File: config.mk
export PLATFORM = sky130hd
export DESIGN_NAME = mod1000_add_sched
export DESIGN_NICKNAME = d
export VERILOG_FILES = /design/src/rtl/mod1000_add_sched.sv
export SDC_FILE = /design/constraint.sdc
export NUM_CORES = 1
export LEC_CHECK = 0
export ABC_CLOCK_PERIOD_IN_PS = 5260
export BUFFER_PORTS_ARGS = -buffer_cell sky130_fd_sc_hd__buf_2
export CORE_ASPECT_RATIO = 1.1
export CORE_MARGIN = 2
export CORE_UTILIZATION = 30
export DETAILED_ROUTE_END_ITERATION = 7
export HOLD_SLACK_MARGIN = 0.1
export PLACE_DENSITY = 0.56
export SKIP_CTS_REPAIR_TIMING = 1
export SLEW_MARGIN = 20
export SYNTH_ARGS = -nofsm -noshare
export SYNTH_HDL_FRONTEND = slang
export SYNTH_SLANG_ARGS = --single-unit
File: constraint.sdc
create_clock -name clk -period 5.26 [get_ports clk]
set_input_delay 1.315 -clock clk [delete_from_list [all_inputs] [get_ports clk]]
set_output_delay 1.315 -clock clk [all_outputs]
set_load 0.01 [all_outputs]
File: src/rtl/mod1000_add_sched.sv
// Modulo-MOD adder scheduler: two valid/ready requesters share one W-bit
// ripple-carry adder. Each operation runs two adder passes: a+b, then a
// conditional correction by adding K = 2^W - MOD.

// W-bit ripple-carry adder built from a full-adder chain; o_sum[W] is carry-out.
module mod1000_add_sched_fa_chain #(
  parameter int W = 10
) (
  input  logic [W-1:0] i_a,
  input  logic [W-1:0] i_b,
  input  logic         i_cin,
  output logic [W:0]   o_sum
);
  logic [W:0] w_c;

  assign w_c[0] = i_cin;

  for (genvar gi = 0; gi < W; gi++) begin : g_fa
    assign o_sum[gi]  = i_a[gi] ^ i_b[gi] ^ w_c[gi];
    assign w_c[gi+1]  = (i_a[gi] & i_b[gi]) | (w_c[gi] & (i_a[gi] ^ i_b[gi]));
  end

  assign o_sum[W] = w_c[W];
endmodule

module mod1000_add_sched #(
  parameter int W   = 10,
  parameter int MOD = 1000
) (
  input  logic         clk,
  input  logic         rst,
  input  logic         req0_valid,
  output logic         req0_ready,
  input  logic [W-1:0] req0_a,
  input  logic [W-1:0] req0_b,
  input  logic         req1_valid,
  output logic         req1_ready,
  input  logic [W-1:0] req1_a,
  input  logic [W-1:0] req1_b,
  output logic         rsp_valid,
  input  logic         rsp_ready,
  output logic         rsp_id,
  output logic [W-1:0] rsp_sum,
  output logic         rsp_err,
  output logic         busy
);
  // Correction constant: adding 2^W - MOD modulo 2^W subtracts MOD.
  localparam logic [W-1:0] K     = W'((1 << W) - MOD);
  localparam logic [W:0]   MOD_C = (W+1)'(MOD);

  typedef enum logic [1:0] {S_IDLE, S_ADD, S_RED, S_RESP} state_t;

  state_t       r_state, w_next;
  logic         r_last_id, r_id, r_err;
  logic [W-1:0] r_a, r_b, r_res;
  logic [W:0]   r_s;

  logic         w_gnt0, w_gnt1, w_idle, w_acc, w_gid;
  logic [W-1:0] w_opa, w_opb;
  logic [W:0]   w_sum;

  // Round-robin only matters under contention: a lone requester always wins.
  assign w_gnt0     = req0_valid & (~req1_valid | r_last_id);
  assign w_gnt1     = req1_valid & (~req0_valid | ~r_last_id);
  assign w_idle     = (r_state == S_IDLE) & ~rst;
  assign req0_ready = w_idle & w_gnt0;
  assign req1_ready = w_idle & w_gnt1;
  assign w_acc      = req0_ready | req1_ready;
  assign w_gid      = req1_ready;

  // Operand steering for the single shared adder.
  always_comb begin
    w_opa = '0;
    w_opb = '0;
    case (r_state)
      S_ADD: begin
        w_opa = r_a;
        w_opb = r_b;
      end
      S_RED: begin
        w_opa = r_s[W-1:0];
        w_opb = K;
      end
      default: ;
    endcase
  end

  mod1000_add_sched_fa_chain #(.W(W)) u_add (
    .i_a   (w_opa),
    .i_b   (w_opb),
    .i_cin (1'b0),
    .o_sum (w_sum)
  );

  // Next-state: fixed IDLE -> ADD -> RED -> RESP walk, RESP waits on the consumer.
  always_comb begin
    w_next = r_state;
    case (r_state)
      S_IDLE:  if (w_acc) w_next = S_ADD;
      S_ADD:   w_next = S_RED;
      S_RED:   w_next = S_RESP;
      S_RESP:  if (rsp_ready) w_next = S_IDLE;
      default: w_next = S_IDLE;
    endcase
  end

  // State register; reset abandons any in-flight operation.
  always_ff @(posedge clk) begin
    if (rst) r_state <= S_IDLE;
    else     r_state <= w_next;
  end

  // Datapath: capture request, first-pass sum, then corrected result.
  always_ff @(posedge clk) begin
    if (rst) begin
      r_last_id <= 1'b1;
      r_id      <= 1'b0;
      r_err     <= 1'b0;
      r_a       <= '0;
      r_b       <= '0;
      r_s       <= '0;
      r_res     <= '0;
    end else begin
      case (r_state)
        S_IDLE: if (w_acc) begin
          r_a       <= w_gid ? req1_a : req0_a;
          r_b       <= w_gid ? req1_b : req0_b;
          r_id      <= w_gid;
          r_last_id <= w_gid;
        end
        S_ADD: begin
          r_s   <= w_sum;
          r_err <= ({1'b0, r_a} >= MOD_C) | ({1'b0, r_b} >= MOD_C);
        end
        S_RED: r_res <= (r_s >= MOD_C) ? w_sum[W-1:0] : r_s[W-1:0];
        default: ;
      endcase
    end
  end

  // Outputs are forced to zero while reset is asserted.
  assign rsp_valid = (r_state == S_RESP) & ~rst;
  assign rsp_sum   = rst ? '0 : r_res;
  assign rsp_id    = r_id & ~rst;
  assign rsp_err   = r_err & ~rst;
  assign busy      = (r_state != S_IDLE) & ~rst;
endmodule
==> impl_metrics.toml, run 1 <==
[status]
status = "finished clean"

[route]
vias = 2216
drt.antenna.violating_nets = 0
routed_wl_um = 5940
wl_met3_um = 334
drtIter0Drc = 90
routed.top_layer = "met4"
wl_met1_um = 3050
wl_per_cell_um = 12.5
dr.pass1.iters = 4
vias_per_cell = 4.68
drc = 0
wl_met2_um = 2490

[clock_tree]
cts_buffer_depth = 2
cts-root-buf = "clkbuf_8"
numCtsBuffers = 5
tritoncts = "built"
ctsHtreeMaxLevel = 2
clock-sinks = 46
clkSlewWorstSetupHoldPaths_ps = 90
clock_latency_ps = 300

[setup_path]
end_kind = "register"
endpoint = "r_res[9]"
crit_type = "reg -> reg"
rr_startpoint = "r_state[0]"
cp.arrival_ps = 4900
critical_path.max_fanout = 13
worst_setup_path_start_kind = "register"
reg2reg_slack_ps = 610
rr_worst_depth = 18
startpoint = "r_state[0]"
cp.required_ps = 5510
r2r_end = "r_res[9]"

[synthesis]
ys_top_cells_by_area = "dfxtp_1 34%, a311oi_2 10%, nand2_1 7.9%"
netlist_area_um2 = 2750
ys_ff_latch = 46
synth_edf_count = 0
ys_types = 45
syn_nets = 372
ys_warn_count = 0
yosysTopAreaCell = "dfxtp_1"
yosysMostFrequentCell = "nand2_1"
synthCells = 313
seq_area_frac_synth_pct = 33.5
avgSynthCellArea_um2 = 8.78
synthArstFlopShare_pct = 0
yosysTopAreaCellShare_pct = 33.5
yosys_most_used_dff = "dfxtp_1"
ys_top_cells_by_count = "58 x nand2_1, 46 x dfxtp_1, 46 x nor2_1"

[finish]
nNetsFinal = 418
final.fill_count = 919
diodes = 0
synthToLayoutAreaGrowth_pct = 16.2
layout-drive-gt1-share_pct = 28.1

[power_and_ir_drop]
ir_drop_v = 0.000136
p_leak_nw = 1.30
power_density_nw_per_um2 = 418

[sta]
setup-tns-final_ps = 0
skew_ps = 8.34
rsz0062_at_grt = "no"
min_period_over_period_pct = 88.5
finalSetupViolations = 0
max_freq_ghz = 0.215
hold_ws_ps = 442
min_period_ps = 4650
finalHoldViolCount = 0
worstMarginPinSlew_ps = 700
slew_headroom_pct = 53.4
final_max_slew_viol_count = 0

[global_routing]
grtUsageTotal_pct = 12.8
grt_pass1_vias = 2191
grt_pass1_wl_um = 10500
antenna_found_initial = 0
grt.overflow.total = 0
grt_max_degree = 58

[floorplanning]
die-area_um2 = 9950
start_util_pct = 31.0
die_y_um = 104
die_x_um = 95.3
std_cell_rows = 36
core_um2 = 8870
io_pins = 61

[hold_path]
hp-start = "r_res[8]"
worstHoldPathType = "reg -> reg"
holdPathStages = 2

[flow_run]
cap_viol_max_count = 0

[placed_design]
numPortBuffers = 60
gp_congestion = 0.826
dp_hpwl_um = 4400
registers in the layout, summed over array words and instances (netlist names):
| name | flops |
|---|---|
| r_a | 10 |
| r_id | 1 |
| r_b | 10 |
| r_s | 11 |
| r_res | 10 |
| r_state | 2 |
| r_last_id | 1 |
| r_err | 1 |
through the flow:
| stage | worst slack (ps) | instance area, µm² | util [%] | power (mW) | cells |
|---|---|---|---|---|---|
| after floorplan | 791 | 2750 | - | 0.969 | 313 |
| after global placement | 778 | 3090 | 34.8 | 1.07 | 466 |
| after detailed placement | 642 | 3090 | 34.8 | 1.08 | 466 |
| after CTS | 623 | 3200 | 36.0 | 1.35 | 474 |
| after global routing | 332 | 3200 | 36.0 | 1.44 | 474 |
| final | 607 | 3200 | 36.0 | 1.34 | 474 |
how the worst min path moves through the flow:
stage | end | slack (ps)
finish | r_res[8] | 440
global placement | r_res[7] | 430
detailed placement | r_res[8] | 430
floorplan | r_res[7] | 420
CTS | r_res[8] | 450
global route | r_res[8] | 480
placed cells by master, fill, tap and decap left out, drive strengths merged:
master and count:
buf 64, nand2 58, nor2 46, dfxtp 46
nor2b 23, a311oi 20, inv 10, fa 9
a22oi 6, mux2i 6, a21oi 6, nor3b 6
clkbuf 6, a211oi 5, ha 5, a22o 4
and2 4, o21ai 3, nand4 3, o221ai 3
nor4 3, a2111oi 3, and3b 3, and3 2
o21a 2, and2b 2, o211ai 2, nand3 1
clkinv 1, o311a 1, or3b 1, o32ai 1
o211a 1, nand2b 1, o2111ai 1, clkinvlp 1
bufinv 1
metal layers:
metal / track usage (%) / up-vias
li1: - / 1174
met5: 0 / -
met2: 18.8 / 54
met1: 19.0 / 981
met3: 2.61 / 7
met4: 3.11 / 0
cell families (layout without fill, tap and decap cells):
family,Yosys count,count (layout),share of synthesized area [%]
AOI/OAI and AO/OA,58,58,21.6
buffers and inverters,36,83,6.51
adders and majority gates,14,14,8.83
DFF,46,46,33.5
and+or+nand+nor,153,153,27.4
muxes,6,6,2.18
where the power goes:
part / internal, mW / switching (mW)
Clock: 0.142 / 0.124
Combinational: 0.240 / 0.319
Sequential: 0.437 / 0.0751
Total: 0.818 / 0.518
layout make-up:
type                            instances  area [µm²]  share of cell area [%]
Multi-Input combinational cell        231        1650                    51.6
Sequential cell                        46         921                    28.8
Timing Repair Buffer                   64         330                    10.3
Tap cell                              114         143                    4.46
Clock buffer                            6        72.6                    2.27
Inverter                               11        42.5                    1.33
Clock inverter                          2        37.5                    1.17
worst max-delay path, cell delays in order (launching register included):
cell and delay [ps]:
dfxtp_1 370, inv_1 80, ha_1 340, a22oi_1 220, nor2b_1 80, ha_1 210
fa_1 380, fa_1 390, fa_1 390, fa_1 400, fa_1 370, inv_1 70
fa_1 180, fa_1 200, fa_1 210, fa_1 440, inv_1 70, o221ai_1 110
nand2_1 80
(Power assumes the default switching activity.)
==> run 2, diff against run 1 <==
Settings changed: ABC_AREA set to 1, ABC_CLOCK_PERIOD_IN_PS 5260 to 5390.
Clock period 5.26 ns to 5.39 ns, I/O delays scaled along.
==> impl_metrics.toml, run 2 <==
[synthesis]
netlist_area_um2 = 2740
synth_edf_count = 0
avgSynthCellArea_um2 = 6.67
synthCells = 411
yosysTopAreaCellShare_pct = 33.6
yosysMostFrequentCell = "nand2_1"
ys_ff_latch = 46
yosysTopAreaCell = "dfxtp_1"
yosys_most_used_dff = "dfxtp_1"
seq_area_frac_synth_pct = 33.6
ys_top_cells_by_area = "dfxtp_1 34%, nand2_1 22%, a21oi_1 7.5%"
ys_types = 28
synthArstFlopShare_pct = 0
syn_nets = 470
ys_top_cells_by_count = "158 x nand2_1, 46 x dfxtp_1, 41 x a21oi_1"
ys_warn_count = 0

[finish]
final_common_cell = "nand2_1"
synthToLayoutAreaGrowth_pct = 15.5
regMostFlops = "r_s"
layout_common_cells = "158 x nand2_1, 60 x buf_2, 46 x dfxtp_1, 41 x a21oi_1, 38 x inv_1"
final.fill_count = 1006
diodes = 0
largest_reg_flops = 11
nNetsFinal = 516
layout-drive-gt1-share_pct = 17.0
final_area_um2 = 3170

[global_routing]
grtUsageTotal_pct = 14.1
grt_pass1_wl_um = 11300
grt.overflow.total = 0
grt_util_met3_pct = 1.45
antenna_found_initial = 0
grt_max_degree = 45
grt_pass1_vias = 2449
grt_busiest_layer = "met2"
met2_usage_pct = 22.5
gr-usage-met1_pct = 19.4

[floorplanning]
core_um2 = 8870
std_cell_rows = 36
die_x_um = 95.1
die-area_um2 = 9920
start_util_pct = 30.9
die_y_um = 104
io_pins = 61

[status]
status = "finished clean"

[placed_design]
dp_hpwl_um = 4870
numPortBuffers = 60
gp_congestion = 0.858
dpl_cell_area_um2 = 3060

[setup_path]
cp.required_ps = 5630
crit_type = "reg -> reg"
reg2reg_slack_ps = 780
worst_setup_path_start_kind = "register"
rr_worst_depth = 18
r2r_end = "r_res[9]"
rr_startpoint = "r_state[1]"
critical_path.max_fanout = 9
end_kind = "register"
cp.arrival_ps = 4850

[route]
vias_per_cell = 4.48
drt.antenna.violating_nets = 0
dr.pass1.iters = 4
routed_wl_um = 6480
wl_per_cell_um = 11.3
drtIter0Drc = 89
vias = 2561
drc = 0

[power_and_ir_drop]
ir_drop_v = 0.000142
power_density_nw_per_um2 = 355
p_leak_nw = 1.45
fin_total_pwr_mw = 1.12

[sta]
skew_ps = 8.74
finalSetupViolations = 0
setup-tns-final_ps = 0
finalHoldViolCount = 0
max_freq_ghz = 0.217
final_max_slew_viol_count = 0
rsz0062_at_grt = "no"
slew_headroom_pct = 49.4
worstMarginPinSlew_ps = 760
min_period_ps = 4610
min_period_over_period_pct = 85.5

[clock_tree]
clkSlewWorstSetupHoldPaths_ps = 90
ctsHtreeMaxLevel = 2
clock_latency_ps = 300
cts-root-buf = "clkbuf_8"
numCtsBuffers = 5
tritoncts = "built"
clock-sinks = 46
cts_buffer_depth = 2

[hold_path]
worstHoldPathType = "reg -> reg"
holdPathStages = 2
holdPathEnd = "r_a[3]"
hp-start = "r_a[3]"

[flow_run]
cap_viol_max_count = 0
## run 2: cell types whose count changed in the layout (fill, tap and decap cells not counted), sizes merged, moves of 23 or more
cell,change
inv,+30
nand3,+30
a21oi,+35
nor2b,-23
nand2,+102
## run 2: metal layers
layer  part of all wire, %  vias up
li1                      -     1381
met1                    50     1110
met2                    44       61
met3                   4.2        9
met4                   1.8        0
met5                     0        -
## run 2: cell type report
class                   count  area, µm²  area share [%]
clock buffers               6       72.6            2.29
clock inverters             2       37.5            1.19
inverters                  41        156            4.94
multi-input cells         302       1530            48.3
flip-flops and latches     46        921            29.1
well taps                 114        143            4.51
repair buffers             61        308            9.72
## run 2: cells by family (layout without fill, tap and decap cells)
group                    Yosys count  count (layout)  synth area share [%]
buffers and inverters             63             110                  10.6
flip-flops                        46              46                  33.6
AO/OA/AOI/OAI                     60              60                  11.2
AND/OR/NAND/NOR                  228             228                  35.7
adder cells (fa/ha/maj)           14              14                  8.86
## run 2: where the power goes
part	leakage, nW	internal, mW	switching [mW]
logic	1.03	0.136	0.265
clock network	0.0514	0.138	0.120
registers	0.375	0.413	0.0519
## run 2: worst max-delay path by stage
stage,startpoint,end,slack [ps],cells after the start
finish,r_state[1],r_res[9],780,18
global route,r_state[0],r_res[9],480,18
CTS,r_state[1],r_res[9],800,18
floorplan,r_state[1],r_res[9],960,20
detailed placement,r_state[1],r_res[9],810,18
global placement,r_state[0],r_res[9],920,18
## run 2: through the flow
step           hold slack, ps  setup slack [ps]  utilization (%)  std cells
5_1_grt                   519               480             35.7        572
3_5_place_dp              477               806             34.4        564
2_1_floorplan             462               956                -        411
4_1_cts                   491               795             35.7        572
3_3_place_gp              479               925             34.4        564
6_report                  491               781             35.7        572
## run 2: worst max-delay path, cell delays in order (launching register included)
cell	delay (ps)
dfxtp_1	400
inv_1	80
ha_1	360
clkinv_1	180
a21oi_1	60
ha_1	220
fa_1	390
fa_1	410
fa_1	390
fa_1	390
fa_1	360
inv_1	70
fa_1	170
fa_1	180
fa_1	180
fa_1	430
nand2_1	80
nand2_1	50
o21ai_0	130
==> run 3, diff against run 2 <==
Settings changed: PLACE_DENSITY 0.56 to unset.
==> impl_metrics.toml, run 3 (same netlist as run 2, synthesis figures left out) <==
[sta]
min_period_ps = 4650
worstMarginPinSlew_ps = 735
skew_ps = 4.18
slew_headroom_pct = 51.0
hold_ws_ps = 489
finalHoldViolCount = 0
max_freq_ghz = 0.215
min_period_over_period_pct = 86.2
rsz0062_at_grt = "no"
finalSetupViolations = 0
final_max_slew_viol_count = 0
setup-tns-final_ps = 0

[route]
vias_per_cell = 4.55
vias = 2604
routed_wl_um = 6410
wl_per_cell_um = 11.2
drt.antenna.violating_nets = 0
drc = 0
drtIter0Drc = 132
dr.pass1.iters = 5

[setup_path]
critical_path.max_fanout = 21
cp.required_ps = 5620
worst_setup_path_start_kind = "register"
cp.arrival_ps = 4870
end_kind = "register"
crit_type = "reg -> reg"

[finish]
fin_util_pct = 35.5
layout_common_cells = "158 x nand2_1, 60 x buf_2, 46 x dfxtp_1, 41 x a21oi_1, 38 x inv_1"
diodes = 0
final_common_cell = "nand2_1"
layout-drive-gt1-share_pct = 17.0
final.fill_count = 957
largest_reg_flops = 11
regMostFlops = "r_s"
nNetsFinal = 516
synthToLayoutAreaGrowth_pct = 15.0

[power_and_ir_drop]
power_density_nw_per_um2 = 346
ir_drop_v = 0.000149
p_leak_nw = 1.45

[clock_tree]
numCtsBuffers = 5
clkSlewWorstSetupHoldPaths_ps = 90
clock-sinks = 46
cts_buffer_depth = 2
tritoncts = "built"
cts-root-buf = "clkbuf_8"
clock_latency_ps = 300
ctsHtreeMaxLevel = 2

[global_routing]
grt_max_degree = 45
grt_pass1_wl_um = 11600
antenna_found_initial = 0
grt_pass1_vias = 2544
grtUsageTotal_pct = 14.2
grt.overflow.total = 0

[floorplanning]
std_cell_rows = 36
die_y_um = 104
io_pins = 61
start_util_pct = 30.9
core_um2 = 8870
die-area_um2 = 9920
die_x_um = 95.1

[flow_run]
cap_viol_max_count = 0

[status]
status = "finished clean"

[hold_path]
worstHoldPathType = "reg -> reg"

[placed_design]
gp_congestion = 0.918
dp_hpwl_um = 4850
numPortBuffers = 60
-- run 3: cell count changes in the layout (fill, tap and decap cells not counted) --
| cell | previous run | this run |
|---|---|---|
| bufinv_16 | 1 | 0 |
| clkbuf_8 | 5 | 6 |
| clkinvlp_4 | 1 | 0 |
| inv_6 | 0 | 1 |
-- run 3: final timing paths --
check	start	endpoint	slack, ps	cells after the start
hold reg to reg	r_a[2]	r_a[2]	490	2
hold / removal	r_a[2]	r_a[2]	490	2
setup reg to reg	r_state[1]	r_res[9]	740	18
setup / recovery	r_state[1]	r_res[9]	740	18
-- run 3: routing by layer --
| metal | vias to the layer above | wire length [µm] | GRT usage, % |
|---|---|---|---|
| met5 | - | 0 | 0 |
| met2 | 78 | 2880 | 22.9 |
| li1 | 1384 | - | - |
| met3 | 6 | 363 | 2.90 |
| met1 | 1136 | 3110 | 18.9 |
| met4 | 0 | 63 | 3.93 |
-- run 3: worst max-delay path, stage by stage, from the launching register on --
cell and delay, ps:
dfxtp_1 390, inv_1 80, ha_1 400, nand2_1 160, a21oi_1 80, ha_1 210
fa_1 380, fa_1 400, fa_1 390, fa_1 390, fa_1 370, inv_1 80
fa_1 180, fa_1 180, fa_1 180, fa_1 430, nand2_1 80, nand2_1 50
o21ai_0 130
-- run 3: where the power goes --
| part | switching [mW] | internal [mW] | total (mW) |
|---|---|---|---|
| combinational | 0.263 | 0.136 | 0.399 |
| clock | 0.119 | 0.106 | 0.225 |
| sequential | 0.0528 | 0.413 | 0.466 |
-- run 3: cell type report --
| type | instances | area (µm²) | share of cell area [%] |
|---|---|---|---|
| flip-flops and latches | 46 | 921 | 29.2 |
| clock inverters | 1 | 8.76 | 0.278 |
| well taps | 114 | 143 | 4.53 |
| clock buffers | 7 | 86.3 | 2.74 |
| inverters | 41 | 156 | 4.96 |
| multi-input cells | 302 | 1530 | 48.5 |
| repair buffers | 61 | 308 | 9.77 |
-- run 3: per-stage QoR --
step	power [mW]	instance area (µm²)	cells	setup WS, ps
after detailed placement	0.877	3060	564	780
final	1.09	3150	572	745
after global routing	1.19	3150	572	411
after floorplan	0.785	2740	411	956
after CTS	1.10	3150	572	754
after global placement	0.865	3060	564	926
